==> src/rtl/pixie_pkg.sv <==
// Shared constants, CPU state codes and sequencer state type for the
// CDP1861 (Pixie) DMA front end.
package pixie_pkg;

    localparam int MCYC_PER_LINE   = 14;
    localparam int LINES_PER_FRAME = 262;
    localparam int FIRST_ACTIVE    = 64;
    localparam int ACTIVE_LINES    = 128;
    localparam int INT_LINE        = 62;
    localparam int DMA_START_MC    = 2;
    localparam int BYTES_PER_LINE  = 8;
    localparam int EF_LEAD         = 4;

    localparam int MC_W   = 4;
    localparam int LINE_W = 9;
    localparam int IDX_W  = 3;

    localparam logic [1:0] SC_FETCH = 2'b00;
    localparam logic [1:0] SC_EXEC  = 2'b01;
    localparam logic [1:0] SC_DMA   = 2'b10;
    localparam logic [1:0] SC_INT   = 2'b11;

    typedef enum logic [1:0] {
        OFF,
        BLANK,
        DMA,
        HAND
    } seq_state_t;

endpackage

==> src/rtl/pixie_dma_sequencer_if.sv <==
// CPU bus, display strobes and line-handoff signals of the Pixie sequencer.
interface pixie_dma_sequencer_if;

    logic        clk_enable;
    logic [1:0]  SC;
    logic        disp_on;
    logic        disp_off;
    logic [7:0]  data_in;
    logic        DMAO;
    logic        INT;
    logic        EFx;
    logic [63:0] line_data;
    logic [6:0]  line_num;
    logic        line_valid;
    logic        line_ack;
    logic        frame_start;
    logic        dma_underrun;

    modport master (
        input  clk_enable, SC, disp_on, disp_off, data_in, line_ack,
        output DMAO, INT, EFx, line_data, line_num, line_valid,
               frame_start, dma_underrun
    );

    modport slave (
        output clk_enable, SC, disp_on, disp_off, data_in, line_ack,
        input  DMAO, INT, EFx, line_data, line_num, line_valid,
               frame_start, dma_underrun
    );

endinterface

==> src/rtl/pixie_timing_counter.sv <==
// Machine-cycle and scan-line counters with the line-position decodes used
// by the sequencer; the decodes describe the machine cycle now executing.
module pixie_timing_counter
    import pixie_pkg::*;
(
    input  logic              clk,
    input  logic              reset,
    input  logic              clk_enable,
    output logic [MC_W-1:0]   mc,
    output logic [LINE_W-1:0] line,
    output logic              mc_wrap,
    output logic              active,
    output logic              int_line,
    output logic              first_line,
    output logic              efx_window,
    output logic              frame_start
);

    always_ff @(posedge clk) begin
        if (reset) begin
            mc   <= '0;
            line <= '0;
        end else if (clk_enable) begin
            if (mc_wrap) begin
                mc   <= '0;
                line <= (line == LINE_W'(LINES_PER_FRAME - 1)) ? '0 : line + 1'b1;
            end else begin
                mc <= mc + 1'b1;
            end
        end
    end

    assign mc_wrap     = (mc == MC_W'(MCYC_PER_LINE - 1));
    assign active      = (line >= LINE_W'(FIRST_ACTIVE)) &&
                         (line <  LINE_W'(FIRST_ACTIVE + ACTIVE_LINES));
    assign int_line    = (line == LINE_W'(INT_LINE));
    assign first_line  = (line == LINE_W'(FIRST_ACTIVE));
    // Two EF windows: the lead-in to the picture and the last lines of it.
    assign efx_window  = ((line >= LINE_W'(FIRST_ACTIVE - EF_LEAD)) &&
                          (line <  LINE_W'(FIRST_ACTIVE))) ||
                         ((line >= LINE_W'(FIRST_ACTIVE + ACTIVE_LINES - EF_LEAD)) &&
                          (line <  LINE_W'(FIRST_ACTIVE + ACTIVE_LINES)));
    assign frame_start = (line == '0) && (mc == '0);

endmodule

==> src/rtl/pixie_dma_sequencer.sv <==
// Pixie display front end: requests 8 DMA bytes per active line, hands each
// captured line to the pixel shifter and drives INT/EFx for the CPU.
module pixie_dma_sequencer
    import pixie_pkg::*;
(
    input  logic                  clk,
    input  logic                  reset,
    pixie_dma_sequencer_if.master bus
);

    logic [MC_W-1:0]   mc;
    logic [LINE_W-1:0] line;
    logic              mc_wrap;
    logic              active;
    logic              int_line;
    logic              first_line;
    logic              efx_window;
    logic              frame_start;

    logic                           en_flag;
    seq_state_t                     state;
    logic [IDX_W-1:0]               idx;
    logic [BYTES_PER_LINE-1:0][7:0] line_buf;
    logic [6:0]                     cur_line;

    pixie_timing_counter u_timing (
        .clk         (clk),
        .reset       (reset),
        .clk_enable  (bus.clk_enable),
        .mc          (mc),
        .line        (line),
        .mc_wrap     (mc_wrap),
        .active      (active),
        .int_line    (int_line),
        .first_line  (first_line),
        .efx_window  (efx_window),
        .frame_start (frame_start)
    );

    always_ff @(posedge clk) begin
        if (reset) begin
            en_flag          <= 1'b0;
            state            <= OFF;
            idx              <= '0;
            line_buf         <= '0;
            cur_line         <= '0;
            bus.DMAO         <= 1'b1;
            bus.INT          <= 1'b0;
            bus.EFx          <= 1'b1;
            bus.line_data    <= '0;
            bus.line_num     <= '0;
            bus.line_valid   <= 1'b0;
            bus.frame_start  <= 1'b0;
            bus.dma_underrun <= 1'b0;
        end else begin
            bus.frame_start <= 1'b0;
            // The shifter may take the line on any clk, not just machine cycles.
            if (bus.line_ack) begin
                bus.line_valid <= 1'b0;
            end

            if (bus.clk_enable) begin
                bus.frame_start <= frame_start;
                bus.EFx         <= ~efx_window;

                if (bus.disp_off) begin
                    en_flag <= 1'b0;
                end else if (bus.disp_on) begin
                    en_flag <= 1'b1;
                end

                if (!en_flag || state == OFF) begin
                    bus.INT <= 1'b0;
                end else if (int_line && mc == '0) begin
                    bus.INT <= 1'b1;
                end else if (bus.SC == SC_INT || (first_line && mc == '0)) begin
                    bus.INT <= 1'b0;
                end

                if (!en_flag) begin
                    state    <= OFF;
                    bus.DMAO <= 1'b1;
                end else begin
                    case (state)
                        OFF: state <= BLANK;

                        // Clearing the buffer here makes a short line pad with zeros.
                        BLANK: if (active && mc == MC_W'(DMA_START_MC)) begin
                            bus.DMAO <= 1'b0;
                            state    <= DMA;
                            idx      <= '0;
                            line_buf <= '0;
                            cur_line <= 7'(line - LINE_W'(FIRST_ACTIVE));
                        end

                        DMA: begin
                            if (bus.SC == SC_DMA) begin
                                line_buf[IDX_W'(BYTES_PER_LINE - 1) - idx] <= bus.data_in;
                                idx <= idx + 1'b1;
                            end
                            if (bus.SC == SC_DMA && idx == IDX_W'(BYTES_PER_LINE - 1)) begin
                                bus.DMAO <= 1'b1;
                                state    <= HAND;
                            end else if (mc_wrap) begin
                                bus.dma_underrun <= 1'b1;
                                bus.DMAO         <= 1'b1;
                                state            <= HAND;
                            end
                        end

                        HAND: begin
                            if (!bus.line_valid) begin
                                bus.line_data  <= line_buf;
                                bus.line_num   <= cur_line;
                                bus.line_valid <= 1'b1;
                            end else begin
                                bus.dma_underrun <= 1'b1;
                            end
                            idx   <= '0;
                            state <= BLANK;
                        end

                        default: state <= OFF;
                    endcase
                end
            end
        end
    end

endmodule

==> src/flat_wrapper.sv <==
// flat-port wrapper written by rule: the top's interface ports become plain ports
module pixie_dma_sequencer_flat import pixie_pkg::*;
  (clk, reset, bus_clk_enable, bus_SC, bus_disp_on, bus_disp_off, bus_data_in, bus_line_ack, bus_DMAO, bus_INT, bus_EFx, bus_line_data, bus_line_num, bus_line_valid, bus_frame_start, bus_dma_underrun);
  pixie_dma_sequencer_if bus_i ();
  input  logic clk;
  input  logic reset;
  input wire logic [$bits(bus_i.clk_enable)-1:0] bus_clk_enable;
  input wire logic [$bits(bus_i.SC)-1:0] bus_SC;
  input wire logic [$bits(bus_i.disp_on)-1:0] bus_disp_on;
  input wire logic [$bits(bus_i.disp_off)-1:0] bus_disp_off;
  input wire logic [$bits(bus_i.data_in)-1:0] bus_data_in;
  input wire logic [$bits(bus_i.line_ack)-1:0] bus_line_ack;
  output wire logic [$bits(bus_i.DMAO)-1:0] bus_DMAO;
  output wire logic [$bits(bus_i.INT)-1:0] bus_INT;
  output wire logic [$bits(bus_i.EFx)-1:0] bus_EFx;
  output wire logic [$bits(bus_i.line_data)-1:0] bus_line_data;
  output wire logic [$bits(bus_i.line_num)-1:0] bus_line_num;
  output wire logic [$bits(bus_i.line_valid)-1:0] bus_line_valid;
  output wire logic [$bits(bus_i.frame_start)-1:0] bus_frame_start;
  output wire logic [$bits(bus_i.dma_underrun)-1:0] bus_dma_underrun;
  assign bus_i.clk_enable = bus_clk_enable;
  assign bus_i.SC = bus_SC;
  assign bus_i.disp_on = bus_disp_on;
  assign bus_i.disp_off = bus_disp_off;
  assign bus_i.data_in = bus_data_in;
  assign bus_i.line_ack = bus_line_ack;
  assign bus_DMAO = bus_i.DMAO;
  assign bus_INT = bus_i.INT;
  assign bus_EFx = bus_i.EFx;
  assign bus_line_data = bus_i.line_data;
  assign bus_line_num = bus_i.line_num;
  assign bus_line_valid = bus_i.line_valid;
  assign bus_frame_start = bus_i.frame_start;
  assign bus_dma_underrun = bus_i.dma_underrun;
  pixie_dma_sequencer u_core (.clk(clk), .reset(reset), .bus(bus_i));
endmodule
==> config.mk <==
export PLATFORM = sky130hd
export DESIGN_NAME = pixie_dma_sequencer_flat
export DESIGN_NICKNAME = d
export VERILOG_FILES = /design/src/rtl/pixie_pkg.sv /design/src/rtl/pixie_dma_sequencer_if.sv /design/src/rtl/pixie_timing_counter.sv /design/src/rtl/pixie_dma_sequencer.sv /design/src/flat_wrapper.sv
export SDC_FILE = /design/constraint.sdc
export NUM_CORES = 1
export LEC_CHECK = 0
export ABC_AREA = 1
export CAP_MARGIN = 20
export CORE_UTILIZATION = 44
export DETAILED_ROUTE_END_ITERATION = 8
export PLACE_DENSITY = 0.68
export SYNTH_ARGS = -nofsm -noshare
export SYNTH_HDL_FRONTEND = slang
export SYNTH_SLANG_ARGS = --single-unit
==> constraint.sdc <==
create_clock -name clk -period 3.9 [get_ports clk]
set_clock_uncertainty 0.15 [all_clocks]
set_input_delay 0.585 -clock clk [delete_from_list [all_inputs] [get_ports clk]]
set_output_delay 0.585 -clock clk [all_outputs]
set_load 0.02 [all_outputs]
==> results.cfg, run 1 <==
[global_routing]
grt-ovfl-total = 0
antenna_found_initial = 0
track_usage = 0.214
grt_pass1_vias = 5423
grt_pass1_wl_um = 27000
grt_max_degree = 75

[setup_path]
critPathLaunchType = flop
endpoint_kind = flop
arrival_ns = 2.82
critPathTopFamily = simple AND/OR/NAND/NOR gates
path_buf_inv = 2
path_max_fanout = 22
cp.required_ns = 4.03
slowest_stage = ha_1
cp_cell_sequence = inv_1, ha_1, inv_1, nor2_1, nor2_1, nand4_1, nand2_1, a21oi_1
slowest_delay_ns = 0.48
path_class = flop to flop

[power_and_ir_drop]
intPower_uw = 3010
power.leakage_uw = 0.00337
swShare = 0.201
power.switching_uw = 755
power_frac_clock = 0.515
pwr-share-seq = 0.456
combPwrFrac = 0.029
irDropWorstVdd_mv = 0.313
p_per_area_nw_per_um2 = 454

[synth]
synth_area_leaders = dfxtp_1 51%, nor2_1 9.4%, nand4_1 7.4%
syn-cell-area_um2 = 6600
yosysMostFrequentCell = dfxtp_1
synth.top_cell.area_share = 0.506
synthTopCellsByCount = 167 x dfxtp_1, 166 x nor2_1, 129 x nand2_1
syn_nets = 892
synth-seq-cells = 167
synth-edff-count = 0
yosys.area.top_type = dfxtp_1
postSynth.asyncResetShare = 0
synth.distinct_cells = 25
yosys_warnings = 0
syn-mean-instance-area_um2 = 7.63
seq_area_frac_synth = 0.506
synthCells = 865
synthFlopType = dfxtp_1

[drt]
routed_wl_um = 16200
viasPerCell = 5.28
drc_errors = 0
ant_nets = 0
vias = 5967
avgRoutedWirePerCell_um = 14.3
drtIter0Drc = 425
dr.pass1.iters = 4

[clock_network]
cts_resized = 0
cts.sinks = 167
cts_hold_buf = 0
htree_levels = 4
clock_latency_ns = 0.43
root_buffer = clkbuf_16
cts_setup_buffers = 0
cts_tree = built
cts_made_buffers = 17
clk_path_buf_depth = 2
path_clk_slew_ns = 0.06

[sta]
period_share = 0.690
tightest_slew_ns = 0.786
tns_ns = 0
max_slew_margin = 0.476
hold_viol_final = 0
rsz0062_at_grt = no
maxSlewViolCount = 0
max_freq_mhz = 372
layout_min_cycle_time_ns = 2.69
setup-violations-final = 0

[place]
place_congestion = 0.884
hpwl_um = 10100
numPortBuffers = 92
dpl_cell_area_um2 = 7610

[die]
start_util = 0.452
rows = 44
io_pins = 93
die_w_um = 124
die_h_um = 124
die-area_um2 = 15500
coreArea_um2 = 14600

[cells_and_area]
fin_area_um2 = 8290
antennaDiodeCount = 0
area_growth_pct = 25.6
final_layout_size_suffix_gt1_frac = 0.0486
layout.nets = 960

[run]
maxCapViolCount = 0

[outcome]
status = finished, final reports clean

[hold_path]
hold_path.class = flop to flop
[per-layer routing]
metal / wire [µm] / global-route usage
met1: 7840 / 0.296
met2: 7320 / 0.326
met3: 869 / 0.0554
met4: 153 / 0.0666
met5: 0 / 0
[layout by cell type, fill, tap and decap left out, types with 2 or more instances in the layout]
master	Yosys	routed
bufinv_16	0	7
ha_1	11	11
xor2_1	3	3
a211oi_1	3	3
clkbuf_1	35	2
inv_2	2	3
clkinv_2	0	2
nor3_1	9	9
nand2_1	129	129
nand3_1	14	14
inv_1	48	47
clkdlybuf4s50_1	0	91
clkbuf_16	0	17
a21oi_1	88	88
nand4_1	78	78
nor2_1	166	166
clkinvlp_4	0	3
dfxtp_1	167	167
buf_4	1	8
o21ai_0	88	88
[cells by family after synthesis]
group                    count (synthesis)  share of synthesized area
AO/OA/AOI/OAI                          182                      0.141
flip-flops                             167                      0.506
XOR/XNOR                                 4                    0.00531
buffers and inverters                  102                     0.0627
AND/OR/NAND/NOR                        399                      0.263
adder cells (fa/ha/maj)                 11                     0.0208
[flip-flops by register name, indices dropped and copies added, names as in the netlist, 2 cells and up]
register and cells:
u_core.bus.line_data 64, u_core.bus.line_num 7, u_core.cur_line 7, u_core.idx 3
u_core.line_buf 64, u_core.state 2, u_core.u_timing.line 9, u_core.u_timing.mc 4
[path summary, 6_finish.rpt]
check | start | slack [ns] | cells after the start | endpoint
min | u_core.bus.dma_underrun$_SDFFE_PP0P_ | 0.31 | 2 | u_core.bus.dma_underrun$_SDFFE_PP0P_
min reg2reg | u_core.bus.dma_underrun$_SDFFE_PP0P_ | 0.31 | 2 | u_core.bus.dma_underrun$_SDFFE_PP0P_
max | u_core.state[0]$_SDFFE_PP0P_ | 1.21 | 8 | u_core.line_buf[20]$_SDFFE_PP0P_
max reg2reg | u_core.state[0]$_SDFFE_PP0P_ | 1.21 | 8 | u_core.line_buf[20]$_SDFFE_PP0P_
[worst register-to-register path, cell delays in order, from the launching register on]
cell,delay (ns)
dfxtp_1,0.40
inv_1,0.09
ha_1,0.48
inv_1,0.23
nor2_1,0.08
nor2_1,0.43
nand4_1,0.43
nand2_1,0.16
a21oi_1,0.08
[cell type report]
type	count	area, µm²
Clock buffer	19	433
Sequential cell	167	3340
Clock inverter	13	251
Inverter	50	188
Tap cell	184	230
Multi-Input combinational cell	596	2850
Fill cell	1322	6300
Timing Repair Buffer	101	996
[power groups by stage]
stage | clock [µW] | combinational (µW) | sequential (µW)
after floorplan | 0 | 71.8 | 1750
after global placement | 0 | 108 | 1750
after detailed placement | 0 | 108 | 1750
after CTS | 1960 | 108 | 1710
after global routing | 2040 | 119 | 1710
final | 1940 | 108 | 1720
[metrics by stage]
step	worst slack, ns	hold WS (ns)	power (µW)	std cells	utilization
2_1_floorplan	2.03	0.296	1820	865	-
3_3_place_gp	1.16	0.287	1860	1098	0.521
3_5_place_dp	1.13	0.303	1860	1098	0.521
4_1_cts	1.18	0.313	3780	1130	0.568
5_1_grt	0.972	0.338	3880	1130	0.568
6_report	1.21	0.312	3760	1130	0.568
No activity file was read; power rests on OpenSTA's default activity.
==> run 2, diff against run 1 <==
==> constraint.sdc (replaced) <==
create_clock -name clk -period 2.8 [get_ports clk]
set_clock_uncertainty 0.15 [all_clocks]
set_input_delay 0.42 -clock clk [delete_from_list [all_inputs] [get_ports clk]]
set_output_delay 0.42 -clock clk [all_outputs]
set_load 0.02 [all_outputs]
==> run 2 against run 1 <==
Effect of this change: count of clock-buffer cells in the layout grew 2; non-clock buffer count rose by 11; global-route usage increased by 1.0 points; utilization decreased by 0.069 points; power is 28% higher; critical path depth rose by 1; wire length rose by 2.0%; cell count is 0.97% higher.
==> results.cfg, run 2 (same netlist as run 1, synthesis figures left out) <==
[drt]
dr.pass1.iters = 5
avgRoutedWirePerCell_um = 14.5
routed_wl_um = 16500
viasPerCell = 5.27
drtIter0Drc = 432
drc_errors = 0
vias = 6016
ant_nets = 0

[die]
coreArea_um2 = 14600
io_pins = 93
rows = 44
die_h_um = 124
die_w_um = 124
die-area_um2 = 15500
start_util = 0.452

[setup_path]
cp.required_ns = 2.93
path_class = flop to flop
cp_cell_sequence = inv_1, ha_1, inv_1, nor2_1, nor2_1, buf_4, nand4_1, nand2_1, a21oi_1
path_max_fanout = 8
slowest_stage = dfxtp_1
endpoint_kind = flop
arrival_ns = 2.29
critPathLaunchType = flop
slowest_delay_ns = 0.41
critPathTopFamily = simple AND/OR/NAND/NOR gates
path_buf_inv = 3

[hold_path]
hold_path.class = input pin to flop

[clock_network]
cts_resized = 0
clk_path_buf_depth = 2
cts_tree = built
root_buffer = clkbuf_16
clock_latency_ns = 0.43
cts_setup_buffers = 0
cts_hold_buf = 0
htree_levels = 4
cts_made_buffers = 17
path_clk_slew_ns = 0.06
cts.sinks = 167

[global_routing]
grt_pass1_wl_um = 28300
grt_max_degree = 75
antenna_found_initial = 0
grt_pass1_vias = 5811
track_usage = 0.224
grt-ovfl-total = 0

[power_and_ir_drop]
power.leakage_uw = 0.00338
irDropWorstVdd_mv = 0.443
p_per_area_nw_per_um2 = 582

[sta]
max_freq_mhz = 463
rsz0062_at_grt = no
maxSlewViolCount = 0
setup-violations-final = 0
period_share = 0.772
tns_ns = 0
layout_setup_ws_ns = 0.640
layout_min_cycle_time_ns = 2.16
max_slew_margin = 0.460
tightest_slew_ns = 0.809
hold_viol_final = 0

[run]
maxCapViolCount = 0

[cells_and_area]
final_core_util = 0.568
antennaDiodeCount = 0
final_layout_size_suffix_gt1_frac = 0.0617
area_growth_pct = 25.5
layout.nets = 971
layout_commonest_cell = dfxtp_1
largestRegisters = u_core.bus.line_data x64, u_core.line_buf x64, u_core.u_timing.line x9
layout_common_cells = 167 x dfxtp_1, 166 x nor2_1, 129 x nand2_1

[outcome]
status = finished, final reports clean

[place]
dp_slack_ns = 0.488
place_congestion = 0.857
hpwl_um = 10300
numPortBuffers = 92
## run 2: changes by cell type in the layout (fill, tap and decap cells not counted), sizes merged
| cell | previous run | this run |
|---|---|---|
| clkinv | 3 | 7 |
| clkbuf | 19 | 21 |
| bufinv | 7 | 1 |
| buf | 10 | 21 |
## run 2: final cells by class
type | count | area [µm²]
fill | 1375 | 6310
sequential | 167 | 3340
multi-input combinational | 596 | 2850
timing repair buffer | 112 | 1090
clock buffer | 21 | 480
tap | 184 | 230
inverter | 50 | 188
clock inverter | 11 | 98.8
## run 2: report_power, final
part | total, µW | switching (µW) | internal, µW
sequential | 2390 | 7.06 | 2380
combinational | 158 | 105 | 53.2
clock | 2280 | 963 | 1310
total | 4820 | 1070 | 3750
## run 2: through the flow
stage	hold slack, ns	power, µW	instance area, µm²	cells
floorplan	0.296	2540	6600	865
global placement	0.288	2600	7700	1109
detailed placement	0.294	2600	7700	1109
CTS	0.263	4850	8280	1141
global route	0.309	4970	8280	1141
finish	0.269	4820	8280	1141
## run 2: metal layers
metal	wire length, µm	track usage	share of wire	vias to the layer above
met1	7990	0.307	0.48	2772
li1	-	-	-	3069
met4	325	0.0943	0.020	0
met2	7450	0.345	0.45	150
met5	0	0	0	-
met3	745	0.0425	0.045	25
## run 2: final timing paths
kind / from / end / slack [ns] / cells past startpoint
worst max-delay path: u_core.state[0]$_SDFFE_PP0P_ / u_core.line_buf[23]$_SDFFE_PP0P_ / 0.64 / 9
worst min-delay path: reset / u_core.bus.EFx$_SDFFE_PP1P_ / 0.27 / 3
worst max register to register: u_core.state[0]$_SDFFE_PP0P_ / u_core.line_buf[23]$_SDFFE_PP0P_ / 0.64 / 9
worst min register to register: u_core.bus.dma_underrun$_SDFFE_PP0P_ / u_core.bus.dma_underrun$_SDFFE_PP0P_ / 0.30 / 2
## run 2: tightest hold or removal path, delay by kind of cell
family | cells | cell delay, ns
buffers and inverters | 2 | 0.27
and+or+nand+nor | 1 | 0.12
